[config.mk]
export PLATFORM = sky130hd
export DESIGN_NAME = spi_xfer_seq
export DESIGN_NICKNAME = d
export VERILOG_FILES = /design/src/rtl/spi_xfer_seq_pkg.sv /design/src/rtl/spi_xfer_seq_wb_single_master.sv /design/src/rtl/spi_xfer_seq.sv
export SDC_FILE = /design/constraint.sdc
export NUM_CORES = 1
export LEC_CHECK = 0
export CORE_ASPECT_RATIO = 2
export CORE_MARGIN = 4
export CORE_UTILIZATION = 53
export DETAILED_ROUTE_END_ITERATION = 12
export PLACE_DENSITY = 0.8
export SYNTH_ARGS = -nofsm -noshare
export SYNTH_HDL_FRONTEND = slang
export SYNTH_SLANG_ARGS = --single-unit
[constraint.sdc]
create_clock -name wb_clk -period 2.7 [get_ports wb_clk]
set_input_delay 0.54 -clock wb_clk [delete_from_list [all_inputs] [get_ports wb_clk]]
set_output_delay 0.54 -clock wb_clk [all_outputs]
set_load 0.01 [all_outputs]
[src/rtl/spi_xfer_seq_pkg.sv]
// Shared definitions for the SPI transfer sequencer: FSM states and
// register map / status bits of the byte-wide SPI master core.
package spi_seq_pkg;

    typedef enum logic [2:0] {
        INIT_CR,
        INIT_ER,
        IDLE,
        WR_DR,
        RD_SR,
        CLR_SR,
        RD_DR,
        RSP
    } state_t;

    localparam logic [1:0] SPCR = 2'd0;
    localparam logic [1:0] SPSR = 2'd1;
    localparam logic [1:0] SPDR = 2'd2;
    localparam logic [1:0] SPER = 2'd3;

    localparam int unsigned RFEMPTY = 0;
    localparam int unsigned SPIF    = 7;

    // Writing a one to SPIF clears the interrupt flag
    localparam logic [7:0] SPSR_SPIF_CLR = 8'(1 << SPIF);

    function automatic logic is_access(input state_t s);
        return !(s == IDLE || s == RSP);
    endfunction

endpackage

[src/rtl/spi_xfer_seq_wb_single_master.sv]
// Single Wishbone access engine: one classic access per start pulse,
// terminated by ack or by an ack timeout after ACK_LIMIT strobe cycles.
module wb_single_master #(
    parameter int unsigned ACK_LIMIT = 16
) (
    input  logic       clk,
    input  logic       rstn,
    input  logic       start,
    input  logic       we,
    input  logic [1:0] addr,
    input  logic [7:0] wdata,
    output logic       busy,
    output logic       done,
    output logic       timeout,
    output logic [7:0] rdata,
    output logic       wb_cyc,
    output logic       wb_stb,
    output logic       wb_we,
    output logic [1:0] wb_addr,
    output logic [7:0] wb_data_out,
    input  logic [7:0] wb_data_in,
    input  logic       wb_ack
);

    localparam int unsigned   AW       = $clog2(ACK_LIMIT + 1);
    localparam logic [AW-1:0] ACK_LAST = AW'(ACK_LIMIT - 1);

    logic [AW-1:0] ack_cnt;

    always_ff @(posedge clk) begin
        if (!rstn) begin
            wb_cyc      <= 1'b0;
            wb_we       <= 1'b0;
            wb_addr     <= '0;
            wb_data_out <= '0;
            ack_cnt     <= '0;
        end else if (!wb_cyc) begin
            if (start) begin
                wb_cyc      <= 1'b1;
                wb_we       <= we;
                wb_addr     <= addr;
                wb_data_out <= wdata;
                ack_cnt     <= '0;
            end
        end else if (done || timeout) begin
            wb_cyc <= 1'b0;
        end else if (ack_cnt != '1) begin
            ack_cnt <= ack_cnt + 1'b1;
        end
    end

    // ack_cnt holds the number of strobe cycles already spent, so the
    // timeout fires in the last permitted strobe cycle
    assign wb_stb  = wb_cyc;
    assign busy    = wb_cyc;
    assign done    = wb_cyc && wb_ack;
    assign timeout = wb_cyc && !wb_ack && (ack_cnt == ACK_LAST);
    assign rdata   = wb_data_in;

endmodule

[src/rtl/spi_xfer_seq.sv]
// Wishbone master that initialises the SPI core and runs one full
// write/poll/read/clear register sequence per client byte.
module spi_xfer_seq
    import spi_seq_pkg::*;
#(
    parameter logic [7:0]  SPCR_INIT  = 8'h50,
    parameter logic [7:0]  SPER_INIT  = 8'h00,
    parameter int unsigned POLL_LIMIT = 1024,
    parameter int unsigned ACK_LIMIT  = 16
) (
    input  logic       wb_clk,
    input  logic       wb_rstn,
    input  logic       req_valid,
    input  logic [7:0] req_data,
    output logic       req_ready,
    output logic       rsp_valid,
    output logic [7:0] rsp_data,
    output logic       rsp_err,
    input  logic       rsp_ready,
    output logic       init_done,
    output logic       wb_cyc,
    output logic       wb_stb,
    output logic       wb_we,
    output logic [1:0] wb_addr,
    output logic [7:0] wb_data_out,
    input  logic [7:0] wb_data_in,
    input  logic       wb_ack
);

    localparam int unsigned   PW       = $clog2(POLL_LIMIT + 1);
    localparam logic [PW-1:0] POLL_MAX = PW'(POLL_LIMIT);

    state_t        state, state_n;
    logic [PW-1:0] poll_cnt, poll_n, poll_inc;
    logic [7:0]    tx_byte, tx_n;
    logic [7:0]    rsp_data_n;
    logic          rsp_err_n, init_done_n;

    logic          acc_start, acc_we;
    logic [1:0]    acc_addr;
    logic [7:0]    acc_wdata;
    logic          busy, done, timeout;
    logic [7:0]    rdata;

    wb_single_master #(
        .ACK_LIMIT(ACK_LIMIT)
    ) u_acc (
        .clk        (wb_clk),
        .rstn       (wb_rstn),
        .start      (acc_start),
        .we         (acc_we),
        .addr       (acc_addr),
        .wdata      (acc_wdata),
        .busy       (busy),
        .done       (done),
        .timeout    (timeout),
        .rdata      (rdata),
        .wb_cyc     (wb_cyc),
        .wb_stb     (wb_stb),
        .wb_we      (wb_we),
        .wb_addr    (wb_addr),
        .wb_data_out(wb_data_out),
        .wb_data_in (wb_data_in),
        .wb_ack     (wb_ack)
    );

    always_ff @(posedge wb_clk) begin
        if (!wb_rstn) begin
            state     <= INIT_CR;
            poll_cnt  <= '0;
            tx_byte   <= '0;
            rsp_data  <= '0;
            rsp_err   <= 1'b0;
            init_done <= 1'b0;
        end else begin
            state     <= state_n;
            poll_cnt  <= poll_n;
            tx_byte   <= tx_n;
            rsp_data  <= rsp_data_n;
            rsp_err   <= rsp_err_n;
            init_done <= init_done_n;
        end
    end

    always_comb begin
        state_n     = state;
        poll_n      = poll_cnt;
        tx_n        = tx_byte;
        rsp_data_n  = rsp_data;
        rsp_err_n   = rsp_err;
        init_done_n = init_done;
        acc_we      = 1'b0;
        acc_addr    = SPCR;
        acc_wdata   = '0;
        poll_inc    = (poll_cnt == POLL_MAX) ? poll_cnt : poll_cnt + 1'b1;

        case (state)
            INIT_CR: begin
                acc_we    = 1'b1;
                acc_addr  = SPCR;
                acc_wdata = SPCR_INIT;
                if (done) state_n = INIT_ER;
            end
            INIT_ER: begin
                acc_we    = 1'b1;
                acc_addr  = SPER;
                acc_wdata = SPER_INIT;
                if (done) begin
                    init_done_n = 1'b1;
                    state_n     = IDLE;
                end
            end
            IDLE: begin
                if (req_valid) begin
                    tx_n       = req_data;
                    rsp_data_n = '0;
                    rsp_err_n  = 1'b0;
                    state_n    = WR_DR;
                end
            end
            WR_DR: begin
                acc_we    = 1'b1;
                acc_addr  = SPDR;
                acc_wdata = tx_byte;
                if (done) begin
                    poll_n  = '0;
                    state_n = RD_SR;
                end
            end
            RD_SR: begin
                acc_addr = SPSR;
                if (done) begin
                    poll_n = poll_inc;
                    if (!rdata[RFEMPTY]) begin
                        state_n = RD_DR;
                    end else if (poll_inc == POLL_MAX) begin
                        rsp_err_n  = 1'b1;
                        rsp_data_n = '0;
                        state_n    = CLR_SR;
                    end
                end
            end
            RD_DR: begin
                acc_addr = SPDR;
                if (done) begin
                    rsp_data_n = rdata;
                    state_n    = CLR_SR;
                end
            end
            CLR_SR: begin
                acc_we    = 1'b1;
                acc_addr  = SPSR;
                acc_wdata = SPSR_SPIF_CLR;
                if (done) state_n = RSP;
            end
            RSP: begin
                if (rsp_ready) state_n = IDLE;
            end
            default: state_n = INIT_CR;
        endcase

        // A lost ack restarts init, but aborts a transfer straight to an error response
        if (timeout) begin
            if (state == INIT_CR || state == INIT_ER) begin
                state_n = INIT_CR;
            end else begin
                rsp_err_n  = 1'b1;
                rsp_data_n = '0;
                state_n    = RSP;
            end
        end

        acc_start = is_access(state) && !busy;
    end

    assign req_ready = (state == IDLE);
    assign rsp_valid = (state == RSP);

endmodule
==> impl_metrics.env, run 1 <==
export IMPL_die_h_um=107
export IMPL_power_frac_comb_pct=10.1
export IMPL_max_freq_ghz=0.425
export IMPL_syn_avg_cell_area_um2=7.96
export IMPL_synthCells=328
export IMPL_synth_warnings=0
export IMPL_swShare_pct=22.6
export IMPL_yosys_top_cells_count="49 x dfxtp_1, 44 x nor2_1, 28 x o21ai_0, 26 x nand2_1"
export IMPL_placedCellCount=415
export IMPL_critPathLaunchType="register"
export IMPL_cts_sinks=49
export IMPL_firstDrtPassIters=4
export IMPL_rsz0062_at_grt="false"
export IMPL_dieWidth_um=57.6
export IMPL_grt_pass1_vias=2395
export IMPL_switchingPower_uw=346
export IMPL_clk_pin_slew_ps=90
export IMPL_place_hpwl_um=4670
export IMPL_path_max_fanout=4
export IMPL_cts_buffers_inserted=5
export IMPL_grt_pass1_wl_um=10700
export IMPL_fin_cells=423
export IMPL_cap_violations=0
export IMPL_yosys_register_bits=49
export IMPL_vias=2502
export IMPL_maxSlewHeadroom_pct=53.4
export IMPL_hold_viol_final=0
export IMPL_synth_distinct_cells=55
export IMPL_initial_core_util_pct=55.7
export IMPL_powerDensity_nw_per_um2=473
export IMPL_synth_edf_count=0
export IMPL_reg2reg_setup_slack_ps=350
export IMPL_period_minus_slack_ps=2350
export IMPL_synth_main_ff_cell="dfxtp_1"
export IMPL_grt_total_usage_pct=21.4
export IMPL_period_share_pct=87.2
export IMPL_coreArea_um2=4690
export IMPL_syn2layout_area_growth_pct=23.9
export IMPL_irDropWorstVdd_v=0.000575
export IMPL_endpoint_kind="register"
export IMPL_gp_congestion=0.897
export IMPL_tightest_slew_ps=699
export IMPL_path_class="register to register"
export IMPL_async_reset_ff_share_pct=0
export IMPL_setup_tns_ps=0
export IMPL_cts_tree="built"
export IMPL_power_internal_uw=1180
export IMPL_crit_family="simple AND/OR/NAND/NOR gates"
export IMPL_insertion_delay_ps=300
export IMPL_p_clk_share_pct=40.5
export IMPL_synth_area_leaders="dfxtp_1 38%, nor2_1 6.3%, o21ai_0 5.4%, mux2i_1 3.8%, nand2_1 3.7%"
export IMPL_cp_slowest_cell="or3b_2"
export IMPL_viasPerCell=5.91
export IMPL_rows=35
export IMPL_synth_yosys_seq_area_share_pct=37.6
export IMPL_crit_required_ps=2940
export IMPL_clock_path_buffers=2
export IMPL_diodes=0
export IMPL_wirelength_um=6330
export IMPL_yosys_area_top_type_share_pct=37.6
export IMPL_drt_iter0_drc=75
export IMPL_ctsHoldBuffers=0
export IMPL_setup_viol=0
export IMPL_drive_gt1_share_pct=7.61
export IMPL_antenna_left=0
export IMPL_p_leak_uw=0.00111
export IMPL_drc=0
export IMPL_cts_resized=0
export IMPL_antenna_found_initial=0
export IMPL_min_path_type="register to register"
export IMPL_arrival_ps=2590
export IMPL_dieArea_um2=6180
export IMPL_htreeDepth=2
export IMPL_status="finished clean"
export IMPL_critPathMaxStageDelay_ps=490
export IMPL_overflow=0
export IMPL_syn_area_um2=2610
export IMPL_critPathBufInv=0
export IMPL_crit_chain="ha_1, and3_1, ha_1, or3b_2, nor2_1, nor2_1, or3_1, a21oi_1"
export IMPL_slew_violations=0
export IMPL_cts_root_buffer_cell="clkbuf_8"
export IMPL_power_frac_seq_pct=49.4
export IMPL_grt_max_degree=31
export IMPL_skew_ps=6.79
export IMPL_nets=393
export IMPL_yosysTopAreaCell="dfxtp_1"
export IMPL_post_cts_buffers=0
export IMPL_ios=46
export IMPL_syn_nets=354
export IMPL_yosysMostFrequentCell="dfxtp_1"
export IMPL_place_port_buffers=45
export IMPL_wire_per_inst_um=15.0
[final timing paths]
path	startpoint	end	cells past startpoint
max	u_acc.ack_cnt[0]	u_acc.ack_cnt[3]	8
max reg2reg	u_acc.ack_cnt[0]	u_acc.ack_cnt[3]	8
min reg2reg	rsp_data[0]	rsp_data[0]	2
min	rsp_data[0]	rsp_data[0]	2
[power by group through the flow]
stage               clock [µW]  combinational, µW  sequential [µW]
floorplan                    0               87.7              767
global placement             0                152              770
detailed placement           0                154              772
CTS                        633                154              755
global route               658                170              759
finish                     620                154              755
[metal layers]
layer  routed length (µm)  vias to the layer above  GRT usage, %
met5                    0                        -             0
met4                  159                        0          8.29
met3                  250                       12          3.49
met2                 3370                       70          39.1
met1                 2540                     1161          23.7
li1                     -                     1259             -
[state kept, by name (all words and copies together) (netlist names), 2 cells and up]
signal,count
u_acc.wb_addr,2
tx_byte,8
rsp_data,8
state,3
u_acc.ack_cnt,5
u_acc.wb_data_out,8
poll_cnt,11
[cell usage in the layout, fill, tap and decap left out, types with 3 or more instances in the layout]
master           Yosys  final
and3_1               3      3
o21ai_0             28     28
clkbuf_8             0      5
mux2i_1             10     10
a21oi_1             19     19
nor4_2               3      3
and2_1               4      4
or3_1                5      5
dfxtp_1             49     49
xor2_1               3      3
nand2_1             26     26
nor3_1              10     10
a31oi_1              5      5
ha_1                 5      5
nor2_1              44     44
a21boi_0             3      3
o22ai_1              4      4
nand3_1             19     19
inv_1                6      6
buf_4                1      9
a22oi_1             10     10
o21bai_1             3      3
nand2b_1             8      8
clkdlybuf4s50_1      0     45
[worst reg2reg max path: cells and delay by family, from the launching register on]
kind | cells | cell delay, ps
compound gates | 1 | 140
fa+ha+maj | 2 | 430
flops | 1 | 350
simple gates | 5 | 1380
[cell families after synthesis]
family / Yosys count / synth area share (%)
AO/OA/AOI/OAI: 91 / 22.3
XOR/XNOR: 3 / 1.01
adder cells (fa/ha/maj): 5 / 2.40
buffers and inverters: 28 / 4.55
flip-flops: 49 / 37.6
multiplexers: 11 / 4.27
AND/OR/NAND/NOR: 141 / 27.9
[through the flow]
| step | cell area (µm²) | total power [µW] | setup slack [ps] | hold slack [ps] | utilization, % |
|---|---|---|---|---|---|
| 2_1_floorplan | 2610 | 854 | 535 | 454 | - |
| 3_3_place_gp | 3100 | 922 | 296 | 458 | 66.2 |
| 3_5_place_dp | 3100 | 925 | 220 | 460 | 66.2 |
| 4_1_cts | 3230 | 1540 | 332 | 477 | 69.0 |
| 5_1_grt | 3230 | 1590 | 185 | 497 | 69.0 |
| 6_report | 3230 | 1530 | 346 | 473 | 69.0 |
[cell type report]
class | count | area [µm²]
clock buffers | 5 | 68.8
inverters | 6 | 22.5
well taps | 55 | 68.8
multi-input cells | 251 | 1510
fillers | 384 | 1450
flip-flops and latches | 49 | 981
clock inverters | 3 | 65.1
repair buffers | 54 | 518
No activity file was read; power rests on OpenSTA's default activity.
==> run 2, diff against run 1 <==
Settings changed: MAX_ROUTING_LAYER set to met4, RECOVER_POWER set to 25.
==> run 2 against run 1 <==
- global-route usage rose by 0.58 points
- via count rose by 0.60%
- setup slack got worse by 9.1 ps
- non-clock buffer count did not move
==> impl_metrics.env, run 2 (synthesized netlist as in run 1, its figures left out) <==
export IMPL_max_freq_ghz=0.423
export IMPL_cts_root_buffer_cell="clkbuf_8"
export IMPL_tightest_slew_ps=705
export IMPL_r2r_worst_path_cells=8
export IMPL_nets=393
export IMPL_wirelength_um=6360
export IMPL_cts_sinks=49
export IMPL_hold_viol_final=0
export IMPL_setup_tns_ps=0
export IMPL_hold_path_cell_count=2
export IMPL_fillers=385
export IMPL_fin_cells=423
export IMPL_mostFrequentLayoutCell="dfxtp_1"
export IMPL_cap_violations=0
export IMPL_slew_violations=0
export IMPL_drc=0
export IMPL_drt_iter0_drc=83
export IMPL_drive_gt1_share_pct=7.61
export IMPL_final_cell_mix="49 x dfxtp_1, 44 x nor2_1, 38 x clkdlybuf4s50_1"
export IMPL_cts_tree="built"
export IMPL_period_share_pct=87.5
export IMPL_place_port_buffers=45
export IMPL_grt_pass1_vias=2393
export IMPL_clk_pin_slew_ps=100
export IMPL_htreeDepth=2
export IMPL_insertion_delay_ps=300
export IMPL_dieWidth_um=57.6
export IMPL_irDropWorstVdd_v=0.000584
export IMPL_min_path_type="register to register"
export IMPL_cts_resized=0
export IMPL_ctsHoldBuffers=0
export IMPL_syn2layout_area_growth_pct=23.8
export IMPL_dieArea_um2=6180
export IMPL_path_class="register to output port"
export IMPL_critPathLaunchType="register"
export IMPL_grt_total_usage_pct=22.0
export IMPL_grt_pass1_wl_um=10700
export IMPL_powerDensity_nw_per_um2=474
export IMPL_coreArea_um2=4690
export IMPL_crit_required_ps=2160
export IMPL_grt_max_degree=31
export IMPL_post_cts_buffers=0
export IMPL_die_h_um=107
export IMPL_period_minus_slack_ps=2360
export IMPL_endpoint_kind="output port"
export IMPL_rsz0062_at_grt="false"
export IMPL_antenna_found_initial=0
export IMPL_viasPerCell=5.95
export IMPL_firstDrtPassIters=4
export IMPL_rows=35
export IMPL_clock_path_buffers=2
export IMPL_skew_ps=4.69
export IMPL_largest_register_ffs=11
export IMPL_top_register="poll_cnt"
export IMPL_path_max_fanout=10
export IMPL_cts_buffers_inserted=5
export IMPL_gp_congestion=0.913
export IMPL_vias=2517
export IMPL_diodes=0
export IMPL_wire_per_inst_um=15.0
export IMPL_antenna_left=0
export IMPL_initial_core_util_pct=55.7
export IMPL_p_leak_uw=0.00113
export IMPL_place_hpwl_um=4670
export IMPL_placedCellCount=415
export IMPL_maxSlewHeadroom_pct=52.9
export IMPL_setup_viol=0
export IMPL_arrival_ps=1820
export IMPL_overflow=0
export IMPL_ios=46
export IMPL_status="finished clean"
==> run 2: changes by cell type in the layout (fill, tap and decap cells not counted), sizes merged <==
cell	delta
buf	-1
dlygate4sd3	+7
clkdlybuf4s50	-7
clkbuf	+1
==> run 2: power by group <==
group / internal, µW / switching, µW
clock network: 368 / 255
registers: 737 / 18.1
logic: 76.5 / 76.9
total: 1180 / 350
==> run 2: path summary, 6_finish.rpt <==
kind | from | endpoint | slack [ps]
worst min-delay path | rsp_data[0] | rsp_data[0] | 470
worst max-delay path | state[2] | req_ready | 340
worst max register to register | u_acc.ack_cnt[0] | u_acc.ack_cnt[3] | 350
worst min register to register | rsp_data[0] | rsp_data[0] | 470
==> run 2: stage by stage <==
stage	utilization [%]	cell area (µm²)	hold slack, ps	worst slack, ps	total power [µW]
after floorplan	-	2610	454	535	854
after global placement	66.2	3100	458	296	922
after detailed placement	66.2	3100	460	220	925
after CTS	69.0	3230	477	332	1540
after global routing	69.0	3230	492	185	1590
final	69.0	3230	471	337	1530
==> run 2: layer usage <==
metal | vias to the layer above | share of wire [%] | global-route usage, %
met5 | - | 0 | -
met4 | 0 | 1.7 | 8.29
met3 | 8 | 4.4 | 3.49
met2 | 85 | 54 | 38.9
met1 | 1164 | 40 | 23.9
li1 | 1260 | - | -
==> run 2: worst max-delay path, cell delays in order (launching register included) <==
cell and delay, ps:
dfxtp_1 410, nor3b_1 480, clkdlybuf4s50_1 640
==> run 2: layout make-up <==
| type | count | area, µm² | area share (%) |
|---|---|---|---|
| clock buffers | 5 | 68.8 | 2.13 |
| clock inverters | 3 | 65.1 | 2.01 |
| inverters | 6 | 22.5 | 0.697 |
| multi-input cells | 251 | 1510 | 46.7 |
| flip-flops and latches | 49 | 981 | 30.4 |
| well taps | 55 | 68.8 | 2.13 |
| repair buffers | 54 | 515 | 16.0 |
==> run 3, diff against run 2 <==
Settings changed: SKIP_CTS_REPAIR_TIMING set to 1, TNS_END_PERCENT set to 10.
==> results of run 3 <==
Final layout, timing and power as in run 2 (identical DEF).
